`config.mk`:
```
export PLATFORM = sky130hd
export DESIGN_NAME = mips_instr_encoder
export DESIGN_NICKNAME = d
export VERILOG_FILES = /design/src/rtl/mips_instr_encoder.sv
export SDC_FILE = /design/constraint.sdc
export NUM_CORES = 1
export LEC_CHECK = 0
export CORE_UTILIZATION = 43
export DETAILED_ROUTE_END_ITERATION = 8
export GPL_TIMING_DRIVEN = 0
export HOLD_SLACK_MARGIN = 0.06
export PLACE_DENSITY = 0.77
export SYNTH_ARGS = -nofsm -noshare
export SYNTH_HDL_FRONTEND = slang
export SYNTH_SLANG_ARGS = --single-unit
export TNS_END_PERCENT = 100
```
`constraint.sdc`:
```
create_clock -name clk -period 1.68 [get_ports clk]
set_clock_uncertainty 0.2 [all_clocks]
set_input_delay 0.504 -clock clk [delete_from_list [all_inputs] [get_ports clk]]
set_output_delay 0.504 -clock clk [all_outputs]
set_load 0.02 [all_outputs]
```
`src/rtl/mips_instr_encoder.sv`:
```
// mips_instr_encoder: turns an enumerated operation plus register, immediate
// and target fields into 32-bit MIPS32 instruction words. Each word leaves
// through one registered stage with a valid/ready handshake and carries its
// byte address. LI is expanded into lui + ori.
// Optional build macro: MIPS_ENC_DELAY_SLOT_EN. When it is defined, a
// 0x00000000 delay-slot word follows every branch or jump word.
module mips_instr_encoder #(
    parameter logic [31:0] BASE_ADDR = 32'h0000_3000,
    parameter logic [31:0] ADDR_STEP = 32'd4
) (
    input  logic        clk,
    input  logic        reset,
    input  logic        in_valid,
    output logic        in_ready,
    input  logic [5:0]  op_sel,
    input  logic [4:0]  rs,
    input  logic [4:0]  rt,
    input  logic [4:0]  rd,
    input  logic [4:0]  shamt,
    input  logic [31:0] imm,
    input  logic [25:0] target,
    output logic        out_valid,
    input  logic        out_ready,
    output logic [31:0] out_instr,
    output logic [31:0] out_addr,
    output logic [15:0] word_count,
    output logic        err_illegal
);

`ifdef MIPS_ENC_DELAY_SLOT_EN
    typedef enum logic [1:0] {ST_IDLE = 2'd0, ST_HOLD = 2'd1, ST_LI2 = 2'd2, ST_SLOT = 2'd3} state_t;
`else
    typedef enum logic [1:0] {ST_IDLE = 2'd0, ST_HOLD = 2'd1, ST_LI2 = 2'd2} state_t;
`endif

    state_t      state_r;
    logic [4:0]  li_rt_r;
    logic [15:0] li_imm_r;
    logic [31:0] enc_word_s;
    logic        accept_s;
    logic        handshake_s;
    logic        legal_s;
    logic        is_li_s;
    logic        is_branch_s;

    function automatic logic [31:0] r_word(input logic [4:0] f_rs, input logic [4:0] f_rt,
                                           input logic [4:0] f_rd, input logic [4:0] f_sh,
                                           input logic [5:0] f_fn);
        return {6'h00, f_rs, f_rt, f_rd, f_sh, f_fn};
    endfunction

    function automatic logic [31:0] i_word(input logic [5:0] f_op, input logic [4:0] f_rs,
                                           input logic [4:0] f_rt, input logic [15:0] f_imm);
        return {f_op, f_rs, f_rt, f_imm};
    endfunction

    // Operation fields a given instruction does not use are replaced by zero here.
    function automatic logic [31:0] encode(input logic [5:0] op, input logic [4:0] f_rs,
                                           input logic [4:0] f_rt, input logic [4:0] f_rd,
                                           input logic [4:0] f_sh, input logic [31:0] f_imm,
                                           input logic [25:0] f_tgt);
        logic [31:0] w;
        case (op)
            6'd0:  w = r_word(5'd0, f_rt, f_rd, f_sh, 6'h00);  // sll
            6'd1:  w = r_word(5'd0, f_rt, f_rd, f_sh, 6'h02);  // srl
            6'd2:  w = r_word(5'd0, f_rt, f_rd, f_sh, 6'h03);  // sra
            6'd3:  w = r_word(f_rs, f_rt, f_rd, 5'd0, 6'h04);  // sllv
            6'd4:  w = r_word(f_rs, f_rt, f_rd, 5'd0, 6'h06);  // srlv
            6'd5:  w = r_word(f_rs, f_rt, f_rd, 5'd0, 6'h07);  // srav
            6'd6:  w = r_word(f_rs, f_rt, f_rd, 5'd0, 6'h20);  // add
            6'd7:  w = r_word(f_rs, f_rt, f_rd, 5'd0, 6'h21);  // addu
            6'd8:  w = r_word(f_rs, f_rt, f_rd, 5'd0, 6'h22);  // sub
            6'd9:  w = r_word(f_rs, f_rt, f_rd, 5'd0, 6'h23);  // subu
            6'd10: w = r_word(f_rs, f_rt, f_rd, 5'd0, 6'h24);  // and
            6'd11: w = r_word(f_rs, f_rt, f_rd, 5'd0, 6'h25);  // or
            6'd12: w = r_word(f_rs, f_rt, f_rd, 5'd0, 6'h26);  // xor
            6'd13: w = r_word(f_rs, f_rt, f_rd, 5'd0, 6'h27);  // nor
            6'd14: w = r_word(f_rs, f_rt, f_rd, 5'd0, 6'h2A);  // slt
            6'd15: w = r_word(f_rs, f_rt, f_rd, 5'd0, 6'h2B);  // sltu
            6'd16: w = r_word(f_rs, 5'd0, 5'd0, 5'd0, 6'h08);  // jr
            6'd17: w = r_word(f_rs, 5'd0, f_rd, 5'd0, 6'h09);  // jalr
            6'd18: w = r_word(f_rs, f_rt, 5'd0, 5'd0, 6'h18);  // mult
            6'd19: w = r_word(f_rs, f_rt, 5'd0, 5'd0, 6'h19);  // multu
            6'd20: w = r_word(f_rs, f_rt, 5'd0, 5'd0, 6'h1A);  // div
            6'd21: w = r_word(f_rs, f_rt, 5'd0, 5'd0, 6'h1B);  // divu
            6'd22: w = r_word(5'd0, 5'd0, f_rd, 5'd0, 6'h10);  // mfhi
            6'd23: w = r_word(5'd0, 5'd0, f_rd, 5'd0, 6'h12);  // mflo
            6'd24: w = r_word(f_rs, 5'd0, 5'd0, 5'd0, 6'h11);  // mthi
            6'd25: w = r_word(f_rs, 5'd0, 5'd0, 5'd0, 6'h13);  // mtlo
            6'd26: w = i_word(6'h08, f_rs, f_rt, f_imm[15:0]); // addi
            6'd27: w = i_word(6'h09, f_rs, f_rt, f_imm[15:0]); // addiu
            6'd28: w = i_word(6'h0C, f_rs, f_rt, f_imm[15:0]); // andi
            6'd29: w = i_word(6'h0D, f_rs, f_rt, f_imm[15:0]); // ori
            6'd30: w = i_word(6'h0E, f_rs, f_rt, f_imm[15:0]); // xori
            6'd31: w = i_word(6'h0F, 5'd0, f_rt, f_imm[15:0]); // lui
            6'd32: w = i_word(6'h0A, f_rs, f_rt, f_imm[15:0]); // slti
            6'd33: w = i_word(6'h0B, f_rs, f_rt, f_imm[15:0]); // sltiu
            6'd34: w = i_word(6'h20, f_rs, f_rt, f_imm[15:0]); // lb
            6'd35: w = i_word(6'h24, f_rs, f_rt, f_imm[15:0]); // lbu
            6'd36: w = i_word(6'h21, f_rs, f_rt, f_imm[15:0]); // lh
            6'd37: w = i_word(6'h25, f_rs, f_rt, f_imm[15:0]); // lhu
            6'd38: w = i_word(6'h23, f_rs, f_rt, f_imm[15:0]); // lw
            6'd39: w = i_word(6'h28, f_rs, f_rt, f_imm[15:0]); // sb
            6'd40: w = i_word(6'h29, f_rs, f_rt, f_imm[15:0]); // sh
            6'd41: w = i_word(6'h2B, f_rs, f_rt, f_imm[15:0]); // sw
            6'd42: w = i_word(6'h04, f_rs, f_rt, f_imm[15:0]); // beq
            6'd43: w = i_word(6'h05, f_rs, f_rt, f_imm[15:0]); // bne
            6'd44: w = i_word(6'h06, f_rs, 5'd0, f_imm[15:0]); // blez
            6'd45: w = i_word(6'h01, f_rs, 5'd0, f_imm[15:0]); // bltz (REGIMM rt=0)
            6'd46: w = i_word(6'h01, f_rs, 5'd1, f_imm[15:0]); // bgez (REGIMM rt=1)
            6'd47: w = i_word(6'h07, f_rs, 5'd0, f_imm[15:0]); // bgtz
            6'd48: w = {6'h02, f_tgt};                         // j
            6'd49: w = {6'h03, f_tgt};                         // jal
            6'd50: w = {6'h10, 5'h00, f_rt, f_rd, 11'd0};      // mfc0
            6'd51: w = {6'h10, 5'h04, f_rt, f_rd, 11'd0};      // mtc0
            6'd52: w = 32'h4200_0018;                          // eret
            6'd53: w = i_word(6'h0F, 5'd0, f_rt, f_imm[31:16]); // LI first half: lui
            6'd54: w = 32'h0000_0000;                          // NOP
            default: w = 32'h0000_0000;                        // illegal, never emitted
        endcase
        return w;
    endfunction

    assign in_ready    = (state_r == ST_IDLE) && (!out_valid || out_ready);
    assign accept_s    = in_valid && in_ready;
    assign handshake_s = out_valid && out_ready;
    assign legal_s     = (op_sel <= 6'd54);
    assign is_li_s     = (op_sel == 6'd53);
    assign is_branch_s = (op_sel == 6'd16) || (op_sel == 6'd17) ||
                         ((op_sel >= 6'd42) && (op_sel <= 6'd49));

    // Encode the currently presented request.
    always_comb begin
        enc_word_s = encode(op_sel, rs, rt, rd, shamt, imm, target);
    end

    // Address and consumed-word counter advance on every output handshake.
    always_ff @(posedge clk or negedge reset) begin
        if (!reset) begin
            out_addr   <= BASE_ADDR;
            word_count <= 16'd0;
        end else if (handshake_s) begin
            out_addr   <= out_addr + ADDR_STEP;
            word_count <= word_count + 16'd1;
        end else begin
            out_addr   <= out_addr;
            word_count <= word_count;
        end
    end

    // Control FSM and output word register.
    always_ff @(posedge clk or negedge reset) begin
        if (!reset) begin
            state_r     <= ST_IDLE;
            out_valid   <= 1'b0;
            out_instr   <= 32'h0000_0000;
            err_illegal <= 1'b0;
            li_rt_r     <= 5'd0;
            li_imm_r    <= 16'h0000;
        end else begin
            case (state_r)
                ST_IDLE: begin
                    if (accept_s) begin
                        if (!legal_s) begin
                            // Request is consumed but produces no word.
                            err_illegal <= 1'b1;
                            out_valid   <= 1'b0;
                        end else begin
                            out_valid <= 1'b1;
                            out_instr <= enc_word_s;
                            if (is_li_s) begin
                                state_r  <= ST_LI2;
                                li_rt_r  <= rt;
                                li_imm_r <= imm[15:0];
`ifdef MIPS_ENC_DELAY_SLOT_EN
                            end else if (is_branch_s) begin
                                state_r <= ST_SLOT;
`endif
                            end else begin
                                state_r <= ST_IDLE;
                            end
                        end
                    end else if (handshake_s) begin
                        out_valid <= 1'b0;
                    end else if (out_valid) begin
                        state_r <= ST_HOLD;
                    end else begin
                        state_r <= ST_IDLE;
                    end
                end
                ST_HOLD: begin
                    // Word is stalled; it stays untouched until the consumer takes it.
                    if (out_ready) begin
                        out_valid <= 1'b0;
                        state_r   <= ST_IDLE;
                    end else begin
                        state_r <= ST_HOLD;
                    end
                end
                ST_LI2: begin
                    // Second half of LI replaces the lui word once it is taken.
                    if (out_ready) begin
                        out_instr <= {6'h0D, li_rt_r, li_rt_r, li_imm_r};
                        state_r   <= ST_IDLE;
                    end else begin
                        state_r <= ST_LI2;
                    end
                end
`ifdef MIPS_ENC_DELAY_SLOT_EN
                ST_SLOT: begin
                    if (out_ready) begin
                        out_instr <= 32'h0000_0000;
                        state_r   <= ST_IDLE;
                    end else begin
                        state_r <= ST_SLOT;
                    end
                end
`endif
                default: begin
                    state_r   <= ST_IDLE;
                    out_valid <= 1'b0;
                end
            endcase
        end
    end

endmodule

```
---- Word level (Yosys, flattened, before mapping) ----
Index checks and enable logic that the tools add are counted.
cells by class
  muxes and demuxes ....................... 18
  add/sub/neg operators ................... 2
  bitwise operators ....................... 2
  reductions and logical operators ........ 13
  eq/ne operators ......................... 62
  $lt $le $gt $ge ......................... 1
operator list
  operator                 count
  $pmux W32 S54            1
  $eq A6 B6 Y1 const B     22
  $eq A6 B5 Y1 const B     16
  $mux W32                 3
  $pmux W32 S2             1
  $eq A6 B4 Y1 const B     8
  $add A32 B3 Y32 const B  1
  $eq A6 B3 Y1 const B     4
  $add A16 B1 Y16 const B  1
  $eq A6 B2 Y1 const B     2
  $mux W2                  5
  $ne A3 B3 Y1 const B     3
  $ne A2 B2 Y1 const B     4
  $reduce_and A4 Y1        2
  $eq A6 B1 Y1 const B     1
  $le A6 B6 Y1 const B     1
  $logic_not A6 Y1         1
  $mux W1                  6
  $pmux W2 S3              1
  $reduce_and A3 Y1        2
  $logic_and A1 B1 Y1      3
  $pmux W1 S3              1
  $eq A2 B1 Y1 const B     1
  $eq A2 B2 Y1 const B     1
  other kinds (6)          7
word-level totals
  logic and storage cells ................. 106
  register bits after elaboration ......... 105

---- Longest topological paths before layout ----
  depth in word-level cells ............... 6
  depth in mapped cells ................... 8
  gate-level depth less buffers ........... 6

---- Worst setup path before layout ----
Ideal clock, no wire load.
  kind .................................... input -> register
  start ................................... input op_sel[2]
  end ..................................... register out_instr[14]
  path buffers ............................ 2
  required time ........................... 1354 ps
  data arrival time ....................... 1668 ps
  stages on the path ...................... 7
  path slack .............................. -314 ps
  setup time .............................. 126 ps
  cells stage by stage .................... buf_2 > a31oi_2 > o2111a_2 > nor2_2 > buf_6 > o2bb2ai_1 > a221o_1
on the way
  word-level cells in the longest chain between the ends .. 5
  elaborated cells on any way between the ends .. 61
RTL lines
  item                                  line  text
  start, declared                       15    input logic [5:0] op_sel,
  $eq A6 B6 Y1 (tied with other cells)  63    case (op)
  $pmux W32 S54                         63
  $mux W32                              164   if (!legal_s) begin
  $mux W32                              163   if (accept_s) begin
  $pmux W32 S2                          161   case (state_r)
  end signal, assigned                  170   out_instr <= enc_word_s;
  end signal, assigned                  203   out_instr <= {6'h0D, li_rt_r, li_rt_r, li_imm_r};
  end, declared                         24    output logic [31:0] out_instr,
Parallel ways exist; a longest one is shown, timed or not. The select of a mux whose other input is x is not followed.
A chain may end at the register's enable or synchronous reset.

---- Final worst setup path ----
  start ................................... register out_valid
  end ..................................... output in_ready
on the way
  word-level cells in the longest chain between the ends .. 3
RTL lines
  item                    line  text
  start, declared         22    output logic out_valid,
  start signal, assigned  155   out_valid <= 1'b0;
  start signal, assigned  167   out_valid <= 1'b0;
  start signal, assigned  169   out_valid <= 1'b1;
  $logic_not A1 Y1        124   assign in_ready = (state_r == ST_IDLE) && (!out_valid || out_ready);
  $logic_or A1 B1 Y1      124
  $logic_and A1 B1 Y1     124
  end, declared           14    output logic in_ready,
Every way passes these cells.

==> results.yml <==
placement:
  port_buffers: 165
  dpl_worst_slack_ns: -1.30
  gp_congestion: 0.927
  place_area_um2: 7850
  dp_hpwl_um: 13500
  dp.cells: 876
logic_synthesis:
  synth_edf_count: 0
  ys_seq_area_share_pct: 46.0
  async_flop_share_pct: 100
  synth_ff_type: "dfrtp_1"
  synth_area_leader_cell: "dfrtp_1"
  syn-cell-area_um2: 5600
  synth.distinct_cells: 77
  avgSynthCellArea_um2: 10.4
  netlist.area_leader.share_pct: 45.1
  ys_warn_count: 0
  synth-seq-cells: 103
  syn_inst: 537
  synthTopCellsByArea: "dfrtp_1, xnor2_1, mux2_4, nand2_1, a21oi_1"
layout:
  syn2layout_area_growth_pct: 65.9
  layout_commonest_cell: "dfrtp_1"
  fin_util_pct: 73.4
  nets: 903
  finalInstanceArea_um2: 9300
  diodes: 0
  final_cell_mix: "dfrtp_1, buf_4, clkdlybuf4s50_1"
  n_fill_cell: 912
  final_cells: 990
  final_layout_size_suffix_gt1_share_pct: 46.8
min_path:
  hold_end: "out_addr[31]"
  hold_path_class: "flop to flop"
  min_from: "out_addr[31]"
  holdPathStages: 1
timing:
  tightest_slew_ns: 0.498
  max_freq_mhz: 514
  hold_viol: 0
  tns_ns: -9.92
  drv_slew: 0
  fin_crit_ns: 1.95
  maxSlewHeadroom_pct: 66.7
  fin_worst_hold_slack_ns: 0.260
  period_share_pct: 116
  rsz0062_at_grt: "true"
  finalSetupViolCount: 82
  final.setup.worst_slack_ns: -0.266
setup_path:
  crit_slowest_cell: "dfrtp_2"
  cp.arrival_ns: 1.24
  worstPathMaxFanout: 2
  rr_endpoint: "out_instr[14]"
  crit_required_ns: 0.98
  r2r_cells: 7
  critPathMaxStageDelay_ns: 0.43
  criticalPathCategory: "flop to primary output"
  ff2ff_setup_slack_ns: -0.23
  r2r_start: "out_valid"
  cp-start-kind: "flop"
  worstSetupEndpointType: "primary output"
  path_cells: "nor2b_4 -> nor3_4 -> buf_6"
detailed_routing:
  avgRoutedWirePerCell_um: 21.8
  drc: 0
  drt_wl_total_um: 21600
  ant_nets: 0
  dr.first_iter.drc_count: 636
  via_per_inst: 5.80
  dr.pass1.iters: 5
  vias: 5739
power:
  p_leak_nw: 4.34
  finalPower_mw: 8.01
  p_per_area_nw_per_um2: 861
  ir_drop_v: 0.000491
clock_tree:
  ctsLongestPathBuffers: 2
  clk_latency_ns: 0.36
  clk_pin_slew_ns: 0.07
  cts.sinks: 103
  cts_root_buf: "clkbuf_16"
  cts_htree_levels: 3
  tritoncts: "built"
  cts_buffers: 9
global_routing:
  grt_pass1_wl_um: 30100
  grt_max_degree: 59
  antenna_found_initial: 0
  grt_pass1_vias: 5429
  grt_usage_pct: 30.1
  overflow: 0
die:
  die_area_um2: 13500
  fp.dieW_um: 116
  core_area_um2: 12700
  top_level_ports: 171
  die_h_um: 116
  num_rows: 41
  start_util_pct: 44.2
run:
  drv_cap: 0
run_status:
  violations: "negative setup slack"
  status: "complete, but fails checks"
-- cells in the mapped netlist, drive strengths merged (3+ instances only) --
| master | number |
|---|---|
| dfrtp | 101 |
| nand2 | 51 |
| nor2 | 40 |
| xnor2 | 33 |
| a21oi | 30 |
| buf | 29 |
| o21ai | 23 |
| mux2 | 22 |
| nand3 | 15 |
| nand2b | 13 |
| xor2 | 13 |
| a222oi | 12 |
| and3 | 12 |
| nand4 | 12 |
| a31oi | 11 |
| a22oi | 8 |
| nor3 | 8 |
| o22ai | 8 |
| and2 | 7 |
| nor2b | 7 |
| a21boi | 6 |
| a221o | 6 |
| a221oi | 4 |
| and4 | 4 |
| clkbuf | 4 |
| mux2i | 4 |
| nand4b | 4 |
| o211ai | 4 |
| o2bb2ai | 4 |
| a211oi | 3 |
| a32o | 3 |
| o21a | 3 |
-- area by class of cell --
cell class              instances  area [um^2]  share of cell area [%]
clock inverters                 6         53.8                   0.579
plain buffers                  31          409                    4.40
well taps                     172          215                    2.31
clock buffers                  10          239                    2.57
repair buffers                266         2300                    24.8
flip-flops and latches        103         2600                    27.9
inverters                       2         7.51                  0.0807
multi-input cells             400         3470                    37.4
-- worst max-delay path: cells and delay by family, from the launching register on --
family | cells | cell delay, ns
flip-flops | 1 | 0.43
buffers and inverters | 1 | 0.14
AND/OR/NAND/NOR | 2 | 0.32
-- worst max-delay path by stage --
stage	to	start	slack (ns)	depth (start not counted)
final	in_ready	out_valid	-0.27	3
after detailed placement	li_imm_r[8]	op_sel[5]	-1.30	6
after global routing	out_instr[1]	state_r[0]	-0.32	6
after CTS	out_instr[14]	state_r[0]	-0.24	7
after floorplan	li_imm_r[10]	op_sel[1]	-0.29	6
after global placement	out_addr[18]	reset	-4.22	1
-- sequential cells by signal, indices dropped and copies added (netlist names) --
register / cells
out_instr: 32
out_valid: 1
out_addr: 30
state_r: 2
err_illegal: 1
li_imm_r: 16
word_count: 16
li_rt_r: 5
-- power by group --
part,internal (mW),switching [mW]
logic,1.33,1.41
clock network,1.07,1.05
registers,2.84,0.313
-- cell families (layout without fill, tap and decap cells) --
| group | after synthesis | in the layout | synth area share [%] |
|---|---|---|---|
| multiplexers | 26 | 26 | 6.41 |
| XOR/XNOR | 46 | 46 | 7.19 |
| other | 1 | 2 | 0.0669 |
| AND/OR/NAND/NOR | 186 | 186 | 17.7 |
| buffers and inverters | 35 | 315 | 4.04 |
| flip-flops | 103 | 103 | 46.0 |
| adder cells (fa/ha/maj) | 2 | 2 | 0.446 |
| AO/OA/AOI/OAI | 138 | 138 | 18.1 |
-- repair_timing --
item                                    4_1_cts  5_1_grt
endpoints found under the hold margin        44        0
gates resized for setup                     448       81
setup buffers                                59       34
gates cloned                                  4        3
endpoints found under the setup margin      157      148
hold buffers                                  1        0
pin swaps                                    45       44
-- per-layer routing --
layer	GRT usage [%]	up-vias	wire, um
li1	-	2539	-
met1	38.7	2824	8430
met2	48.9	299	10600
met3	5.45	77	1620
met4	15.3	0	992
met5	0	-	0
Note: power is estimated with default switching activity, not from simulation.
